$ cat src/rtl/phosphor_decay_blender.sv
// phosphor_decay_blender
// Three-stage pipeline that blends eight ring-buffer phosphor taps into one
// scan-out intensity at the current raster position.
//   stage 1: per-tap hit test and per-tap decay shift
//   stage 2: partial combine over taps 0-3 and 4-7, partial hit counts
//   stage 3: final combine, 12-bit intensity, total hit count
// Build option: define PHOSPHOR_SUM_EN to combine taps by saturating sum
// instead of max. Latency, interface and hit counting do not change.
module phosphor_decay_blender #(
    parameter int MATCH_RADIUS = 1,
    parameter int DECAY_STEP   = 1
) (
    input  logic         clock,
    input  logic         reset_n,
    input  logic [255:0] taps,
    input  logic [9:0]   raster_x,
    input  logic [9:0]   raster_y,
    input  logic         raster_valid,
    output logic [7:0]   luma_out,
    output logic         luma_valid,
    output logic [3:0]   hit_count
);

`ifdef PHOSPHOR_SUM_EN
    // Four 12-bit terms fit in 14 bits, so partial sums never overflow.
    localparam int PART_W = 14;
`else
    localparam int PART_W = 12;
`endif

    logic [7:0]        w_tap_hit;
    logic [11:0]       w_tap_w [8];

    logic              r_s1_valid;
    logic [7:0]        r_s1_hit;
    logic [11:0]       r_s1_w [8];

    logic [PART_W-1:0] w_part_lo;
    logic [PART_W-1:0] w_part_hi;
    logic [2:0]        w_cnt_lo;
    logic [2:0]        w_cnt_hi;

    logic              r_s2_valid;
    logic [PART_W-1:0] r_part_lo;
    logic [PART_W-1:0] r_part_hi;
    logic [2:0]        r_cnt_lo;
    logic [2:0]        r_cnt_hi;

    logic [11:0]       w_int;
    logic [3:0]        w_cnt;

    logic              r_s3_valid;
    logic [11:0]       r_s3_int;
    logic [3:0]        r_s3_cnt;

    logic              w_unused_lsb;

    // Per-tap hit test. Differences are taken as plain magnitudes so that
    // coordinates never wrap between column 0 and column 1023.
    genvar k;
    generate
        for (k = 0; k < 8; k++) begin : g_tap
            logic [9:0]  w_x;
            logic [9:0]  w_y;
            logic [11:0] w_l;
            logic [10:0] w_dx;
            logic [10:0] w_dy;

            assign w_y  = taps[32*k+22 +: 10];
            assign w_x  = taps[32*k+12 +: 10];
            assign w_l  = taps[32*k    +: 12];
            assign w_dx = (w_x >= raster_x) ? ({1'b0, w_x} - {1'b0, raster_x})
                                            : ({1'b0, raster_x} - {1'b0, w_x});
            assign w_dy = (w_y >= raster_y) ? ({1'b0, w_y} - {1'b0, raster_y})
                                            : ({1'b0, raster_y} - {1'b0, w_y});
            assign w_tap_hit[k] = (w_l != '0)
                                && (w_dx <= 11'(MATCH_RADIUS))
                                && (w_dy <= 11'(MATCH_RADIUS));
            // Older taps are dimmer: each tap index adds DECAY_STEP of shift.
            assign w_tap_w[k] = w_tap_hit[k] ? (w_l >> (k * DECAY_STEP)) : 12'd0;
        end
    endgenerate

    // Stage 1: register hit flags and decayed weights.
    always_ff @(posedge clock or negedge reset_n) begin
        if (!reset_n) begin
            r_s1_valid <= 1'b0;
            r_s1_hit   <= '0;
            for (int i = 0; i < 8; i++) r_s1_w[i] <= '0;
        end else begin
            r_s1_valid <= raster_valid;
            r_s1_hit   <= w_tap_hit;
            for (int i = 0; i < 8; i++) r_s1_w[i] <= w_tap_w[i];
        end
    end

    // Stage 2 combine: non-hit weights are already zero, so they drop out of
    // both max and sum without extra masking.
    always_comb begin
        w_part_lo = '0;
        w_part_hi = '0;
        w_cnt_lo  = '0;
        w_cnt_hi  = '0;
        for (int i = 0; i < 4; i++) begin
            w_cnt_lo = w_cnt_lo + 3'(r_s1_hit[i]);
            w_cnt_hi = w_cnt_hi + 3'(r_s1_hit[i+4]);
`ifdef PHOSPHOR_SUM_EN
            w_part_lo = w_part_lo + PART_W'(r_s1_w[i]);
            w_part_hi = w_part_hi + PART_W'(r_s1_w[i+4]);
`else
            if (r_s1_w[i]   > w_part_lo) w_part_lo = r_s1_w[i];
            if (r_s1_w[i+4] > w_part_hi) w_part_hi = r_s1_w[i+4];
`endif
        end
    end

    // Stage 2: register partial results and partial hit counts.
    always_ff @(posedge clock or negedge reset_n) begin
        if (!reset_n) begin
            r_s2_valid <= 1'b0;
            r_part_lo  <= '0;
            r_part_hi  <= '0;
            r_cnt_lo   <= '0;
            r_cnt_hi   <= '0;
        end else begin
            r_s2_valid <= r_s1_valid;
            r_part_lo  <= w_part_lo;
            r_part_hi  <= w_part_hi;
            r_cnt_lo   <= w_cnt_lo;
            r_cnt_hi   <= w_cnt_hi;
        end
    end

    // Stage 3 combine: final max, or 15-bit sum saturated to 12 bits.
`ifdef PHOSPHOR_SUM_EN
    logic [14:0] w_sum;
    always_comb begin
        w_sum = {1'b0, r_part_lo} + {1'b0, r_part_hi};
        w_int = (w_sum > 15'd4095) ? 12'hFFF : w_sum[11:0];
    end
`else
    always_comb begin
        w_int = (r_part_lo > r_part_hi) ? r_part_lo : r_part_hi;
    end
`endif

    assign w_cnt = {1'b0, r_cnt_lo} + {1'b0, r_cnt_hi};

    // Stage 3: register intensity and total hit count.
    always_ff @(posedge clock or negedge reset_n) begin
        if (!reset_n) begin
            r_s3_valid <= 1'b0;
            r_s3_int   <= '0;
            r_s3_cnt   <= '0;
        end else begin
            r_s3_valid <= r_s2_valid;
            r_s3_int   <= w_int;
            r_s3_cnt   <= w_cnt;
        end
    end

    // Only the top eight intensity bits reach the display.
    assign w_unused_lsb = ^r_s3_int[3:0];

    assign luma_valid = r_s3_valid;
    assign luma_out   = r_s3_valid ? r_s3_int[11:4] : 8'd0;
    assign hit_count  = r_s3_valid ? r_s3_cnt : 4'd0;

endmodule

$ cat config.mk
export PLATFORM = sky130hd
export DESIGN_NAME = phosphor_decay_blender
export DESIGN_NICKNAME = d
export VERILOG_FILES = /design/src/rtl/phosphor_decay_blender.sv
export SDC_FILE = /design/constraint.sdc
export NUM_CORES = 1
export LEC_CHECK = 0
export ABC_AREA = 1
export CAP_MARGIN = 5
export CORE_ASPECT_RATIO = 1.25
export CORE_UTILIZATION = 60
export DETAILED_ROUTE_END_ITERATION = 10
export HOLD_SLACK_MARGIN = 0.15
export PLACE_DENSITY = 0.85
export SETUP_SLACK_MARGIN = 0.2
export SYNTH_ARGS = -nofsm -noshare
export SYNTH_HDL_FRONTEND = slang
export SYNTH_SLANG_ARGS = --single-unit
$ cat constraint.sdc
create_clock -name clock -period 9 [get_ports clock]
set_input_delay 1.35 -clock clock [delete_from_list [all_inputs] [get_ports clock]]
set_output_delay 1.35 -clock clock [all_outputs]
set_load 0.01 [all_outputs]
==> reports/qor.yml, run 1 <==
detailed_routing:
  wirelength_um: 81160
  drt_iter0_markers: 1890
  wl_per_cell_um: 16.51
  drc: 0
  drtAntennaViolNets: 0
  drt-pass1-iter-count: 6
  vias: 26910
  viasPerCell: 5.476
die:
  core_um2: 40420
  fp-row-count: 82
  die_h_um: 229.2
  die_w_um: 183.7
  start_util_pct: 61.27
  dieArea_um2: 42100
  ios: 292
finish:
  layout_common_cells: "1260 x nand2_1, 779 x inv_1, 383 x ha_1"
  final-seq-area_um2: 2928
  area_growth_syn_to_layout_pct: 15.21
  final_common_cell: "nand2_1"
  drive_gt1_share_pct: 3.593
  num-nets-final: 5054
  fillCellCount: 3721
  multi_input_area_um2: 18360
  fin_cells: 4915
  antenna_cells: 0
logic_synthesis:
  yosysTopAreaCell: "ha_1"
  synth-seq-cells: 117
  yosysTopAreaCellShare_pct: 19.35
  synth_area_leaders: "ha_1 19%, nand2_1 19%, dfrtp_1 12%"
  ys_seq_area_share_pct: 11.82
  syn_area_um2: 24770
  yosysWarnings: 0
  ys_types: 49
  synth_fp_nets: 4830
  synth_cells: 4133
  postSynthAreaPerCell_um2: 5.992
clock_tree:
  post_cts_resized: 0
  cts_tree: "yes"
  h-tree-depth: 4
  cts-hold-fix-buffers: 0
  clk_pin_slew_ns: 0.05
  clk_latency_ns: 0.43
  post_cts_buffers: 0
  clock-root-buffer: "clkbuf_16"
  cts.sink_count: 117
  cts_made_buffers: 17
  cts_buffer_depth: 2
global_route:
  grt_pass1_wl_um: 127100
  antenna_found_initial: 1
  grt_max_degree: 83
  grt_overflow: 0
  grt_pass1_vias: 25540
  track_usage_pct: 38.16
critical_path:
  critical_path_buf_inv_count: 5
  crit_start: "r_s1_w[82]"
  crit_slowest_cell: "nor3_2"
  critPathTopFamily: "simple AND/OR/NAND/NOR gates"
  reg2reg_from: "r_s1_w[82]"
  critPathCaptureType: "flop"
  crit_path_max_incr_delay_ns: 0.48
  cp.required_ns: 9.30
  critical_path_class: "flop to flop"
  worst_path_most_repeated_cell: "nand2_1"
  crit_fanout: 22
  cp.arrival_ns: 6.30
  critPathLaunchType: "flop"
timing:
  slew_violations: 0
  max_slew_margin_pct: 30.76
  setup_viol: 0
  finalCritPeriodShare_pct: 66.71
  max_slew.worst_pin.slew_ns: 1.037
  skew_ns: 0.006969
  setup-tns-final_ns: 0
  hold_violations: 0
  grt_setup_unrepaired: "no"
  timing.fmax_mhz: 166.6
  fin_crit_ns: 6.003
placed_design:
  place_congestion: 1.038
  hpwl_um: 65730
  port-buffer-count: 291
  dp_cells: 4884
power_and_ir_drop:
  leakage_uw: 0.01661
  power_density_nw_per_um2: 97.32
  ir_worst_vdd_mv: 0.1077
outcome:
  status: "complete, no violations"
flow_run:
  drv_cap: 0
worst_hold_path:
  hp-class: "flop to flop"
  hp-start: "r_s1_valid"
Yosys cell counts, drive strengths merged:
master and n:
a221oi 5, a31oi 3, o2111ai 7, nand3b 18, buf 52, a211oi 5
ha 383, o21a 12, nor2 360, and3 1, o32ai 1, and2 7
nand4 95, clkbuf 44, clkinv 1, a21boi 3, nor4 21, nand3 230
xor2 125, xnor2 26, fa 35, nor3 36, a21o 20, o21ai 156
o21bai 17, inv 793, a21oi 258, dfrtp 117, o211ai 14, or2 19
o31ai 1, a22oi 1, nand2 1267
routing by layer:
| layer | track usage, % | part of all wire (%) | vias up |
|---|---|---|---|
| met5 | 0 | 0.015 | - |
| met1 | 45.01 | 39 | 12110 |
| met4 | 26.30 | 7.4 | 2 |
| met3 | 3.943 | 7.2 | 292 |
| met2 | 64.65 | 46 | 1138 |
| li1 | - | - | 13370 |
path summary, 6_finish.rpt:
path | cells after the start | slack, ns | to
worst min-delay path | 0 | 0.36 | r_s2_valid
max in group asynchronous | 2 | 6.76 | r_s1_w[66]
worst min register to register | 0 | 0.36 | r_s2_valid
worst max register to register | 33 | 3.00 | r_part_lo[4]
worst max-delay path | 33 | 3.00 | r_part_lo[4]
min in group asynchronous | 1 | 0.87 | r_s1_w[30]
worst register-to-register path, delay by kind of cell (launching register included):
| kind | cells | cell delay (ns) |
|---|---|---|
| and+or+nand+nor | 17 | 2.76 |
| AOI/OAI and AO/OA | 8 | 1.60 |
| adders and majority gates | 3 | 0.84 |
| buffers and inverters | 5 | 0.28 |
| DFF | 1 | 0.38 |
metrics by stage:
| step | hold WS (ns) | power (µW) | setup slack, ns | util (%) | instance area, µm² |
|---|---|---|---|---|---|
| 2_1_floorplan | 0.3312 | 1589 | 4.384 | - | 24770 |
| 3_3_place_gp | 0.3340 | 2052 | 3.344 | 69.10 | 27930 |
| 3_5_place_dp | 0.3544 | 2058 | 3.171 | 69.10 | 27930 |
| 4_1_cts | 0.3610 | 2746 | 3.110 | 70.59 | 28530 |
| 5_1_grt | 0.3601 | 2975 | 2.277 | 70.59 | 28530 |
| 6_report | 0.3567 | 2777 | 2.997 | 70.59 | 28530 |
registers in the layout, summed over array words and instances (netlist names):
name and cells:
r_cnt_lo 3, r_s1_valid 1, r_s1_hit 8, r_s2_valid 1, r_part_hi 8, r_cnt_hi 3, r_part_lo 12, r_s1_w 68
r_s3_cnt 4, luma_valid 1, r_s3_int 8
logic make-up (layout without fill, tap and decap cells):
kind of cell / Yosys count / count (layout) / share of synthesized area (%)
simple gates: 2054 / 2054 / 35.29
fa+ha+maj: 418 / 418 / 22.18
flops: 117 / 117 / 11.82
compound gates: 503 / 503 / 11.31
buf+inv: 890 / 1126 / 14.06
xor+xnor: 151 / 151 / 5.340
area by class of cell:
type	count	area share [%]
clock buffer	22	1.662
inverter	794	10.45
clock inverter	9	0.4429
sequential	117	10.26
tap	546	2.394
timing repair buffer	301	10.46
multi-input combinational	3126	64.33
power by group:
group | switching, µW | internal, µW
combinational | 991 | 572
sequential | 1.12 | 528
clock | 233 | 453
(Power assumes the default switching activity.)
==> run 2, diff against run 1 <==
--- a/config.mk
+++ b/config.mk
@@ -8,10 +8,10 @@
 export ABC_AREA = 1
 export CAP_MARGIN = 5
 export CORE_ASPECT_RATIO = 1.25
-export CORE_UTILIZATION = 60
+export CORE_UTILIZATION = 59
 export DETAILED_ROUTE_END_ITERATION = 10
 export HOLD_SLACK_MARGIN = 0.15
-export PLACE_DENSITY = 0.85
+export PLACE_DENSITY = 0.84
 export SETUP_SLACK_MARGIN = 0.2
 export SYNTH_ARGS = -nofsm -noshare
 export SYNTH_HDL_FRONTEND = slang
==> constraint.sdc (replaced) <==
create_clock -name clock -period 6.1 [get_ports clock]
set_input_delay 0.915 -clock clock [delete_from_list [all_inputs] [get_ports clock]]
set_output_delay 0.915 -clock clock [all_outputs]
set_load 0.01 [all_outputs]
==> reports/qor.yml, run 2 (synthesis gave the netlist of run 1 again) <==
critical_path:
  crit_slowest_cell: "o21ai_0"
  r2r_setup_slack_ns: 0.79  # -2.21 ns
  cp.required_ns: 6.41  # -2.89 ns
  worst_r2r_path_depth: 29  # -12%
  critical_path_class: "flop to flop"
  critPathLaunchType: "flop"
  timing.rr.end: "r_part_lo[5]"
  worst_path_most_repeated_cell: "nand2_1"
  critPathCaptureType: "flop"
  crit_fanout: 22  # unchanged
  crit_start: "r_s1_w[91]"
  cp.arrival_ns: 5.62  # -0.68 ns
  crit_path_max_incr_delay_ns: 0.38  # -0.10 ns
  reg2reg_from: "r_s1_w[91]"
  setup.worst_path.end: "r_part_lo[5]"
clock_tree:
  clock-root-buffer: "clkbuf_16"
  post_cts_resized: 0  # unchanged
  h-tree-depth: 4  # unchanged
  clk_latency_ns: 0.43  # about the same
  cts_tree: "yes"
  cts.sink_count: 117  # unchanged
  cts-hold-fix-buffers: 0  # unchanged
  clk_pin_slew_ns: 0.05  # about the same
  cts_buffer_depth: 2  # unchanged
  cts_made_buffers: 17  # unchanged
  post_cts_buffers: 0  # unchanged
finish:
  fin_area_um2: 28660  # +0.46%
  drive_gt1_share_pct: 3.857  # +0.26 points
  final_util_pct: 69.52  # -1.1 points
  layout_common_cells: "1259 x nand2_1, 779 x inv_1, 383 x ha_1"
  largest_reg_flops: 68  # unchanged
  largest_register: "r_s1_w"
  area_growth_syn_to_layout_pct: 15.74
  final_common_cell: "nand2_1"
  num-nets-final: 5066  # +0.24%
  largest_registers: "r_s1_w: 68 flops, r_part_lo: 12 flops"
detailed_routing:
  drt_iter0_markers: 1890  # unchanged
  drc: 0  # unchanged
  vias: 26840  # -0.27%
  wirelength_um: 81030  # -0.16%
  wl_per_cell_um: 16.42  # -0.56%
  drtAntennaViolNets: 0  # unchanged
  viasPerCell: 5.439  # -0.68%
  drt-pass1-iter-count: 6  # unchanged
timing:
  timing.fmax_mhz: 188.3  # +13%
  max_slew.worst_pin.slew_ns: 0.9639  # -0.07357 ns
  setup_viol: 0  # unchanged
  grt_setup_unrepaired: "no"
  finalCritPeriodShare_pct: 87.08  # +20 points
  fin_crit_ns: 5.312  # -0.6919 ns
  hold_violations: 0  # unchanged
  slew_violations: 0  # unchanged
  hold-worst-slack_ns: 0.3409  # -0.01575 ns
  max_slew_margin_pct: 35.67  # +4.9 points
  skew_ns: 0.006944  # -0.00002553 ns
  setup-tns-final_ns: 0  # unchanged
power_and_ir_drop:
  p_sw_uw: 1809  # +48%
  leakage_uw: 0.01668  # +0.40%
  ir_worst_vdd_mv: 0.1931  # +79%
  power.clock.fraction_pct: 25.7  # +1.0 points
  power_density_nw_per_um2: 144.8  # +49%
  cellInternalPower_uw: 2341  # +51%
  seq_power_share_pct: 18.8  # -0.2 points
  power_frac_comb_pct: 55.5  # -0.8 points
  swShare_pct: 43.59  # -0.51 points
die:
  core_um2: 41230  # +2.0%
  dieArea_um2: 42800  # +1.7%
  die_h_um: 231.1  # +0.84%
  ios: 292  # unchanged
  fp-row-count: 83  # +1.2%
  start_util_pct: 60.07  # -1.2 points
  die_w_um: 185.3  # +0.83%
placed_design:
  hpwl_um: 66080  # +0.53%
  place_area_um2: 28030  # +0.35%
  port-buffer-count: 291  # unchanged
  place_congestion: 1.024  # -1.4%
worst_hold_path:
  hp-class: "flop to flop"
flow_run:
  drv_cap: 0  # unchanged
outcome:
  status: "complete, no violations"
global_route:
  antenna_found_initial: 3  # +2
  track_usage_pct: 37.44  # -0.72 points
  grt_overflow: 0  # unchanged
  grt_max_degree: 79  # -4.8%
  grt_pass1_vias: 25420  # -0.47%
  grt_pass1_wl_um: 125900  # -0.98%
## run 2: changes by cell type in the layout (fill, tap and decap cells not counted), sizes merged
cell | previous run | this run
buf | 11 | 23
bufinv | 3 | 4
clkbuf | 22 | 24
clkinv | 6 | 4
diode | 0 | 1
## run 2: critical path, delay by kind of cell (launching register included)
kind                       cells  cell delay (ns)
and+or+nand+nor               13             1.74
AOI/OAI and AO/OA              8             1.45
adders and majority gates      3             0.94
buffers and inverters          5             0.68
DFF                            1             0.36
## run 2: final cells by class
| cell class | count | area (µm²) |
|---|---|---|
| diodes | 1 | 2.502 |
| clock buffers | 24 | 481.7 |
| clock inverters | 8 | 146.4 |
| fillers | 3731 | 12560 |
| inverters | 794 | 2980 |
| multi-input cells | 3126 | 18360 |
| flip-flops and latches | 117 | 2928 |
| well taps | 552 | 690.7 |
| repair buffers | 313 | 3075 |
## run 2: stage by stage
| stage | setup slack (ns) | power, µW | instances |
|---|---|---|---|
| 4_1_cts | 0.6659 | 4108 | 4934 |
| 3_3_place_gp | 1.043 | 3023 | 4902 |
| 3_5_place_dp | 0.7756 | 3037 | 4902 |
| 6_report | 0.7884 | 4149 | 4935 |
| 2_1_floorplan | 1.484 | 2345 | 4133 |
| 5_1_grt | 0.3112 | 4448 | 4934 |
## run 2: worst min path at each step
stage                       to  cells past startpoint       start  slack, ns
finish              r_s2_valid                      0  r_s1_valid       0.34
global route        r_s2_valid                      0  r_s1_valid       0.36
CTS                 r_s2_valid                      0  r_s1_valid       0.34
detailed placement  r_s2_valid                      0  r_s1_valid       0.33
global placement    r_s2_valid                      0  r_s1_valid       0.33
floorplan           luma_valid                      0  r_s2_valid       0.33
## run 2: routing by layer
layer / vias up / track usage [%] / wire length [µm]
li1: 13410 / - / -
met1: 11990 / 43.11 / 31610
met2: 1124 / 63.71 / 37700
met3: 313 / 4.698 / 5488
met4: 4 / 26.58 / 6208
met5: - / 0 / 24
## run 2: power groups by stage
stage | Sequential, µW | Combinational, µW | Clock (µW)
floorplan | 792 | 1550 | 0
global placement | 793 | 2230 | 0
detailed placement | 793 | 2240 | 0
CTS | 780 | 2260 | 1070
global route | 779 | 2570 | 1100
finish | 780 | 2300 | 1070
==> run 3, diff against run 2 <==
--- a/config.mk
+++ b/config.mk
@@ -9,6 +9,7 @@
 export CAP_MARGIN = 5
 export CORE_ASPECT_RATIO = 1.25
 export CORE_UTILIZATION = 59
+export CTS_CLUSTER_SIZE = 10
 export DETAILED_ROUTE_END_ITERATION = 10
 export HOLD_SLACK_MARGIN = 0.15
 export PLACE_DENSITY = 0.84
==> results of run 3 <==
Final layout, timing and power as in run 2 (identical DEF).
